File: src/rtl/eth_rx_stats_gen_if.sv
// Byte-wide AXI4-Stream RX bus as seen by a passive monitor (no tready).
interface eth_rx_stats_gen_if;
  logic [7:0] tdata;
  logic       tvalid;
  logic       tlast;
  logic       tuser;

  modport master (output tdata, output tvalid, output tlast, output tuser);
  modport slave  (input  tdata, input  tvalid, input  tlast, input  tuser);
endinterface

File: src/rtl/eth_rx_stats_gen.sv
// Per-frame RX statistics vector generator for a byte-wide AXI4-Stream path.
// Watches the stream without backpressure and emits a 28-bit vector with a
// one-cycle strobe in the cycle after each tlast beat.
module eth_rx_stats_gen #(
  parameter int MAX_FRAME_SIZE = 1522,
  parameter int MIN_FRAME_SIZE = 64
) (
  input  logic                clk,
  input  logic                rst_n,
  eth_rx_stats_gen_if.slave   s_axis,
  output logic [27:0]         rx_stats_vector,
  output logic                rx_stats_valid
);

  typedef enum logic {IDLE, FRAME} state_t;

  state_t      state;
  logic [15:0] idx;
  logic        mc;
  logic        bc;
  logic        vlan;
  logic        ctrl;
  logic [7:0]  b12;

  logic [15:0] cur;
  logic        mc_n;
  logic        bc_n;
  logic        vlan_n;
  logic        ctrl_n;
  logic [16:0] len;
  logic [13:0] len_f;
  logic        too_long;
  logic        too_short;
  logic        bad;
  logic        good;
  logic        bc_f;
  logic        mc_f;

  // Header flags and classification for the beat currently on the bus.
  always_comb begin
    cur    = (state == IDLE) ? '0 : idx;
    mc_n   = mc;
    bc_n   = bc;
    vlan_n = vlan;
    ctrl_n = ctrl;
    if (cur == 16'd0) begin
      mc_n = s_axis.tdata[0];
      bc_n = (s_axis.tdata == 8'hFF);
    end else if (cur < 16'd6) begin
      bc_n = bc & (s_axis.tdata == 8'hFF);
    end
    if (cur == 16'd13) begin
      vlan_n = ({b12, s_axis.tdata} == 16'h8100);
      ctrl_n = ({b12, s_axis.tdata} == 16'h8808);
    end
    len       = {1'b0, cur} + 17'd1;
    len_f     = (len > 17'd16383) ? '1 : len[13:0];
    too_long  = (len > 17'(MAX_FRAME_SIZE));
    too_short = (len < 17'(MIN_FRAME_SIZE));
    bad       = s_axis.tuser;
    good      = !bad && !too_long && !too_short;
    // Broadcast needs all six destination bytes; it always implies multicast.
    bc_f      = bc_n && (cur >= 16'd5);
    mc_f      = mc_n | bc_f;
  end

  // Frame FSM, byte counter, header capture and registered stats output.
  always_ff @(posedge clk or negedge rst_n) begin
    if (!rst_n) begin
      state           <= IDLE;
      idx             <= '0;
      mc              <= 1'b0;
      bc              <= 1'b0;
      vlan            <= 1'b0;
      ctrl            <= 1'b0;
      b12             <= '0;
      rx_stats_vector <= '0;
      rx_stats_valid  <= 1'b0;
    end else begin
      rx_stats_valid <= 1'b0;
      if (s_axis.tvalid) begin
        if (s_axis.tlast) begin
          rx_stats_vector <= {6'b0, len_f, ctrl_n, vlan_n, mc_f, bc_f,
                              too_short, too_long, bad, good};
          rx_stats_valid  <= 1'b1;
          state           <= IDLE;
          idx             <= '0;
          mc              <= 1'b0;
          bc              <= 1'b0;
          vlan            <= 1'b0;
          ctrl            <= 1'b0;
          b12             <= '0;
        end else begin
          state <= FRAME;
          idx   <= (cur == 16'hFFFF) ? cur : cur + 16'd1;
          mc    <= mc_n;
          bc    <= bc_n;
          vlan  <= vlan_n;
          ctrl  <= ctrl_n;
          if (cur == 16'd12) b12 <= s_axis.tdata;
        end
      end
    end
  end

endmodule
File: src/flat_wrapper.sv
// flat-port wrapper written by rule: the top's interface ports become plain ports
module eth_rx_stats_gen_flat 
#(
  parameter int MAX_FRAME_SIZE = 1522,
  parameter int MIN_FRAME_SIZE = 64
)
  (clk, rst_n, rx_stats_vector, rx_stats_valid, s_axis_tdata, s_axis_tvalid, s_axis_tlast, s_axis_tuser);
  eth_rx_stats_gen_if s_axis_i ();
  input  logic clk;
  input  logic rst_n;
  output logic [27:0] rx_stats_vector;
  output logic rx_stats_valid;
  input wire logic [$bits(s_axis_i.tdata)-1:0] s_axis_tdata;
  input wire logic [$bits(s_axis_i.tvalid)-1:0] s_axis_tvalid;
  input wire logic [$bits(s_axis_i.tlast)-1:0] s_axis_tlast;
  input wire logic [$bits(s_axis_i.tuser)-1:0] s_axis_tuser;
  assign s_axis_i.tdata = s_axis_tdata;
  assign s_axis_i.tvalid = s_axis_tvalid;
  assign s_axis_i.tlast = s_axis_tlast;
  assign s_axis_i.tuser = s_axis_tuser;
  eth_rx_stats_gen #(.MAX_FRAME_SIZE(MAX_FRAME_SIZE), .MIN_FRAME_SIZE(MIN_FRAME_SIZE)) u_core (.clk(clk), .rst_n(rst_n), .s_axis(s_axis_i), .rx_stats_vector(rx_stats_vector), .rx_stats_valid(rx_stats_valid));
endmodule
File: config.mk
export PLATFORM = sky130hd
export DESIGN_NAME = eth_rx_stats_gen_flat
export DESIGN_NICKNAME = d
export VERILOG_FILES = /design/src/rtl/eth_rx_stats_gen_if.sv /design/src/rtl/eth_rx_stats_gen.sv /design/src/flat_wrapper.sv
export SDC_FILE = /design/constraint.sdc
export NUM_CORES = 1
export LEC_CHECK = 0
export BUFFER_PORTS_ARGS = -buffer_cell sky130_fd_sc_hd__buf_2
export CORE_MARGIN = 1.5
export CORE_UTILIZATION = 45
export CTS_BUF_LIST = sky130_fd_sc_hd__clkbuf_8
export DETAILED_ROUTE_END_ITERATION = 10
export PLACE_DENSITY = 0.73
export SYNTH_ARGS = -nofsm -noshare
export SYNTH_HDL_FRONTEND = slang
export SYNTH_SLANG_ARGS = --single-unit
File: constraint.sdc
create_clock -name clk -period 5.25 [get_ports clk]
set_input_delay 0.7875 -clock clk [delete_from_list [all_inputs] [get_ports clk]]
set_output_delay 0.7875 -clock clk [all_outputs]
set_load 0.05 [all_outputs]
After elaboration in Yosys (flattened, before gate mapping)
Cells that the tools add are included.
- flip-flop bits (word level): 52
- input port bits: 13
- word-level logic and storage cells: 52
- add/sub/neg operators: 2
- magnitude comparators: 5
- eq/ne operators: 6
- multiplexer cells: 18
- bitwise logic cells: 2
- reductions and logical operators: 10
- operators by type and width (cell ; number):
    == test 16 bit (second input constant) ; 3
    two-way mux 16 bit ; 3
    == test 16 x 4 -> 1 bit (second input constant) ; 2
    adder 16 x 1 -> 17 bit (second input constant) ; 1
    greater-than comparator 17 x 11 -> 1 bit (second input constant) ; 1
    greater-than comparator 17 x 14 -> 1 bit (second input constant) ; 1
    less-than comparator 17 x 7 -> 1 bit (second input constant) ; 1
    adder 16 x 1 -> 16 bit (second input constant) ; 1
    greater-or-equal comparator 16 x 3 -> 1 bit (second input constant) ; 1
    logical NOT 16 bit ; 1
    less-than comparator 16 x 3 -> 1 bit (second input constant) ; 1
    two-way mux 8 bit ; 2
    two-way mux 14 bit ; 1
    two-way mux 1 bit ; 12
    == test 8 bit (second input constant) ; 1
    AND reduction 2 bit ; 2
    logical AND 1 bit ; 3
    logical NOT 1 bit ; 3
    nonzero test 2 bit ; 1
    AND 1 bit ; 1
    OR 1 bit ; 1

Logic depth before layout (Yosys ltp)
- depth after elaboration: 6
- gate-level depth with buffers: 10
- gate-level depth less buffers: 7

Worst setup path after synthesis
OpenSTA, ideal clock, no wires.
- path type: register to register
- from: reg u_core.state
- to: reg u_core.rx_stats_vector[0]
- setup time: 120 ps
- arrival time: 2780 ps
- required time: 5130 ps
- slack: 2350 ps
- cell stages (with the launch flop): 11
- path buffers: 3
- clock period less this slack: 2900 ps
- cells stage by stage: dfrtp_1 > clkbuf_1 > clkbuf_1 > clkbuf_1 > nand2_1 > ha_1 > a2111oi_0 > a311o_1 > or4_1 > a21o_1 > a31o_1
- cells in the longest elaborated chain, start to end: 6
- RTL lines (element ; RTL line ; source):
    from (decl) ; eth_rx_stats_gen.sv:17 ; state_t state;
    from (signal assigned) ; eth_rx_stats_gen.sv:70 ; state <= IDLE;
    from (signal assigned) ; eth_rx_stats_gen.sv:86 ; state <= IDLE;
    from (signal assigned) ; eth_rx_stats_gen.sv:94 ; state <= FRAME;
    two-way mux 16 bit * ; eth_rx_stats_gen.sv:41 ; cur = (state == IDLE) ? '0 : idx;
    adder 16 x 1 -> 17 bit * ; eth_rx_stats_gen.sv:56 ; len = {1'b0, cur} + 17'd1;
    greater-than comparator 17 x 11 -> 1 bit ; eth_rx_stats_gen.sv:58 ; too_long = (len > 17'(MAX_FRAME_SIZE));
    logical NOT 1 bit ; eth_rx_stats_gen.sv:61 ; good = !bad && !too_long && !too_short;
    logical AND 1 bit ; eth_rx_stats_gen.sv:61 ;
    logical AND 1 bit * ; eth_rx_stats_gen.sv:61 ;
    to (signal assigned) ; eth_rx_stats_gen.sv:83 ; rx_stats_vector <= {6'b0, len_f, ctrl_n, vlan_n, mc_f, bc_f,
    to (decl) ; eth_rx_stats_gen.sv:11 ; output logic [27:0] rx_stats_vector,
Mark *: on every way between the ends. The rest lies on a longest branch, timed or not.
A chain may end at the register's enable or synchronous reset.

Worst setup path after layout
Ends and elaborated chain as after synthesis.

==> out/summary.txt <==
compound-gate portion of the synthesized area: 0.166
Skew-Pair Late Insertion Delay: 300 ps
H-tree depth: 2
I/O Buffers: 35
RSZ-0062 raised after global routing: false
non-filler cells, final: 403
clk_skew: 6.89 ps
startpoint types: register
first-pass GRT wire length: 10,500 um
post-cts resize count: 0
Die Width: 83.0 um
chip height: 83.0 um
final setup fails: 0
initial antenna violation count: 0
Finished Core Util: 0.515
Synth Area in Simple Gates: 0.218
Synth Cell Area: 0.00288 mm2
post-detailed-route count of antenna-violating nets: 0
Critical-path top delay cell: dfrtp_1
crit path max fanout: 34
proportion of layout cells with a drive suffix above 1: 0.186
Final min period: 2990 ps
Worst EP arrival: 3190 ps
Max Cap Viol: 0
CTS Buffer Depth: 2
Least-Margin Pin Slew: 1130 ps
Post-CTS Hold Buffers: 0
Slew Limit Headroom: 0.247
DR vias/cell: 5.86
fin crit share: 0.569
reg2reg end: u_core.rx_stats_vector[0]
DP Cell Count: 397
critical setup path kind: reg2reg
Critical path buffers and inverters: 0
WL final: 6280 um
XOR/XNOR share of the synthesized area: 0.0274
stages on the worst setup path: 7
synthesized area per cell: 9.41 um2
HP Start: u_core.rx_stats_vector[4]
clock sinks: 52
All-Layer GR Usage: 0.187
Max stage delay on crit path: 1010 ps
core area: 0.00606 mm2
I/O pins: 42
ys async rst share: 1.00
Netlist cell types: 56
DRT iter0 DRCs: 238
HPWL after DPL: 4480 um
Synth Flop Type: dfrtp_1
Sequential Power Share: 0.509
combinational power share: 0.196
commonest cells after routing, fill and taps aside: 52 x dfrtp_1, 35 x buf_2, 32 x nand2_1
setup_tns: 0 ps
CP Data Required Time: 5450 ps
Root Buffer: clkbuf_8
net switching share of the total power: 0.318
hold depth: 2
sequential area share after synthesis: 0.452
CTS buffer count: 5
Post-synth EDFFs: 0
vias in the first global route: 2,120
Hold WC Path Type: reg2reg
setup slack, reg-to-reg: 2260 ps
final hold vios: 0
largest net degree at the start of global routing: 53
WL/cell: 15.6 um
worst flop-to-flop path startpoint: u_core.state
Starting Density: 0.475
largest family of logic cells by synthesized area: simple AND/OR/NAND/NOR gates
P_int: 0.000602 W
Leakage: 1.37 nW
Largest delay share family, worst path: flip-flops
fin. max-slew vios: 0
TritonCTS clock tree: done
Placer Congestion: 0.911
Worst-path clk slew: 90 ps
Switch Pwr: 0.000281 W
synthesized instance count: 306
most common cell after layout, fill and taps aside: dfrtp_1
Post-CTS Setup Bufs: 0
Vias: 2,363
diode count: 0
Yosys reg bits: 52
Power Density: 283 mW/mm2
Hold Path Sink: u_core.rx_stats_vector[4]
die area: 0.00689 mm2
Post-Synth Adder-Cell Area: 0.00434
1st-pass router iterations: 4
nets@finish: 343
Yosys warnings: 0
Clk pwr share: 0.295
mux contribution to synthesized area: 0.0621
drt drc: 0
total gr overflow: 0
row count: 28
Reg2Reg Depth: 7
worst vdd ir: 0.000208 V
crit path cell chain: nand2_1 > ha_1 > a2111oi_0 > a311o_1 > or4_1 > a21o_1 > a31o_1
Syn-to-layout area delta: 8.43%
outcome: completed
achievable frequency: 335 MHz
CP endpoint kind: register
[metal layers]
| metal | vias up | GRT usage | routed length [um] |
|---|---|---|---|
| li1 | 1145 | - | - |
| met3 | 9 | 0.0338 | 329 |
| met5 | - | 0 | 0 |
| met1 | 1124 | 0.273 | 2960 |
| met4 | 0 | 0.0621 | 104 |
| met2 | 85 | 0.280 | 2890 |
[worst max-delay path by stage]
stage	startpoint	end	slack (ps)
CTS	u_core.state	u_core.rx_stats_vector[0]	2290
detailed placement	u_core.state	u_core.rx_stats_vector[0]	2300
floorplan	u_core.state	u_core.rx_stats_vector[0]	2350
global placement	u_core.state	u_core.rx_stats_vector[0]	2350
finish	u_core.state	u_core.rx_stats_vector[0]	2260
global route	u_core.state	u_core.rx_stats_vector[11]	2090
[state kept, by name, summed over array words and instances (netlist names)]
signal and flops:
u_core.state 1, u_core.vlan 1, u_core.idx 16, u_core.bc 1, u_core.b12 8, u_core.rx_stats_valid 1, u_core.ctrl 1, u_core.rx_stats_vector 22
u_core.mc 1
[logic make-up (layout without fill, tap and decap cells)]
family / Yosys count / count (layout)
and+or+nand+nor: 115 / 115
adders and majority gates: 1 / 1
buffers and inverters: 39 / 56
xor gates and xnor gates: 9 / 9
muxes: 16 / 16
other: 1 / 6
DFF: 52 / 52
AOI/OAI and AO/OA: 73 / 73
[Yosys cell counts, types with 2 or more instances]
library cell  instances  area, um2
a21oi_1              19       95.1
a22o_1                9       78.8
a22oi_1               2       15.0
a31oi_1              11       68.8
and2_1                3       18.8
buf_4                10       75.1
buf_6                 2       22.5
clkbuf_1             10       37.5
dfrtp_1              52       1300
inv_1                14       52.6
mux2_2               11        124
mux2i_1               4       40.0
nand2_1              32        120
nand2b_1              4       25.0
nand3_1               8       40.0
nand4_1               8       50.1
nor2_1               27        101
nor3_1               10       50.1
nor4_1                6       37.5
nor4_4                2       42.5
nor4b_1               2       17.5
o21a_1                2       15.0
o21ai_0               7       35.0
o21ai_1               4       20.0
o22a_1                2       17.5
o22ai_1               7       43.8
or4_1                 2       15.0
xnor2_1               6       52.6
xor2_1                3       26.3
[power by group through the flow]
| stage | clock network (W) | logic, W | registers (W) |
|---|---|---|---|
| after floorplan | 0 | 0.0000770 | 0.000513 |
| after global placement | 0 | 0.000173 | 0.000456 |
| after detailed placement | 0 | 0.000174 | 0.000457 |
| after CTS | 0.000265 | 0.000174 | 0.000449 |
| after global routing | 0.000285 | 0.000185 | 0.000453 |
| final | 0.000260 | 0.000173 | 0.000449 |
[worst min-delay path: stages (launching register included)]
cell,delay (ps)
dfrtp_1,350
nand2_1,40
o21ai_0,60
[through the flow]
stage               setup WS, ps  power, W  hold slack [ps]  area (um2)
floorplan                   2350  0.000590              465        2900
global placement            2350  0.000629              457        3020
detailed placement          2300  0.000631              471        3020
CTS                         2290  0.000888              491        3120
global route                2090  0.000922              527        3120
finish                      2260  0.000883              485        3120
[cell type report]
class,count,area (um2)
Fill cell,549,2940
Multi-Input combinational cell,220,1400
Sequential cell,52,1300
Timing Repair Buffer,35,175
Tap cell,75,93.8
Clock buffer,5,68.8
Inverter,15,56.3
Clock inverter,1,30.0
(Power assumes the default switching activity.)
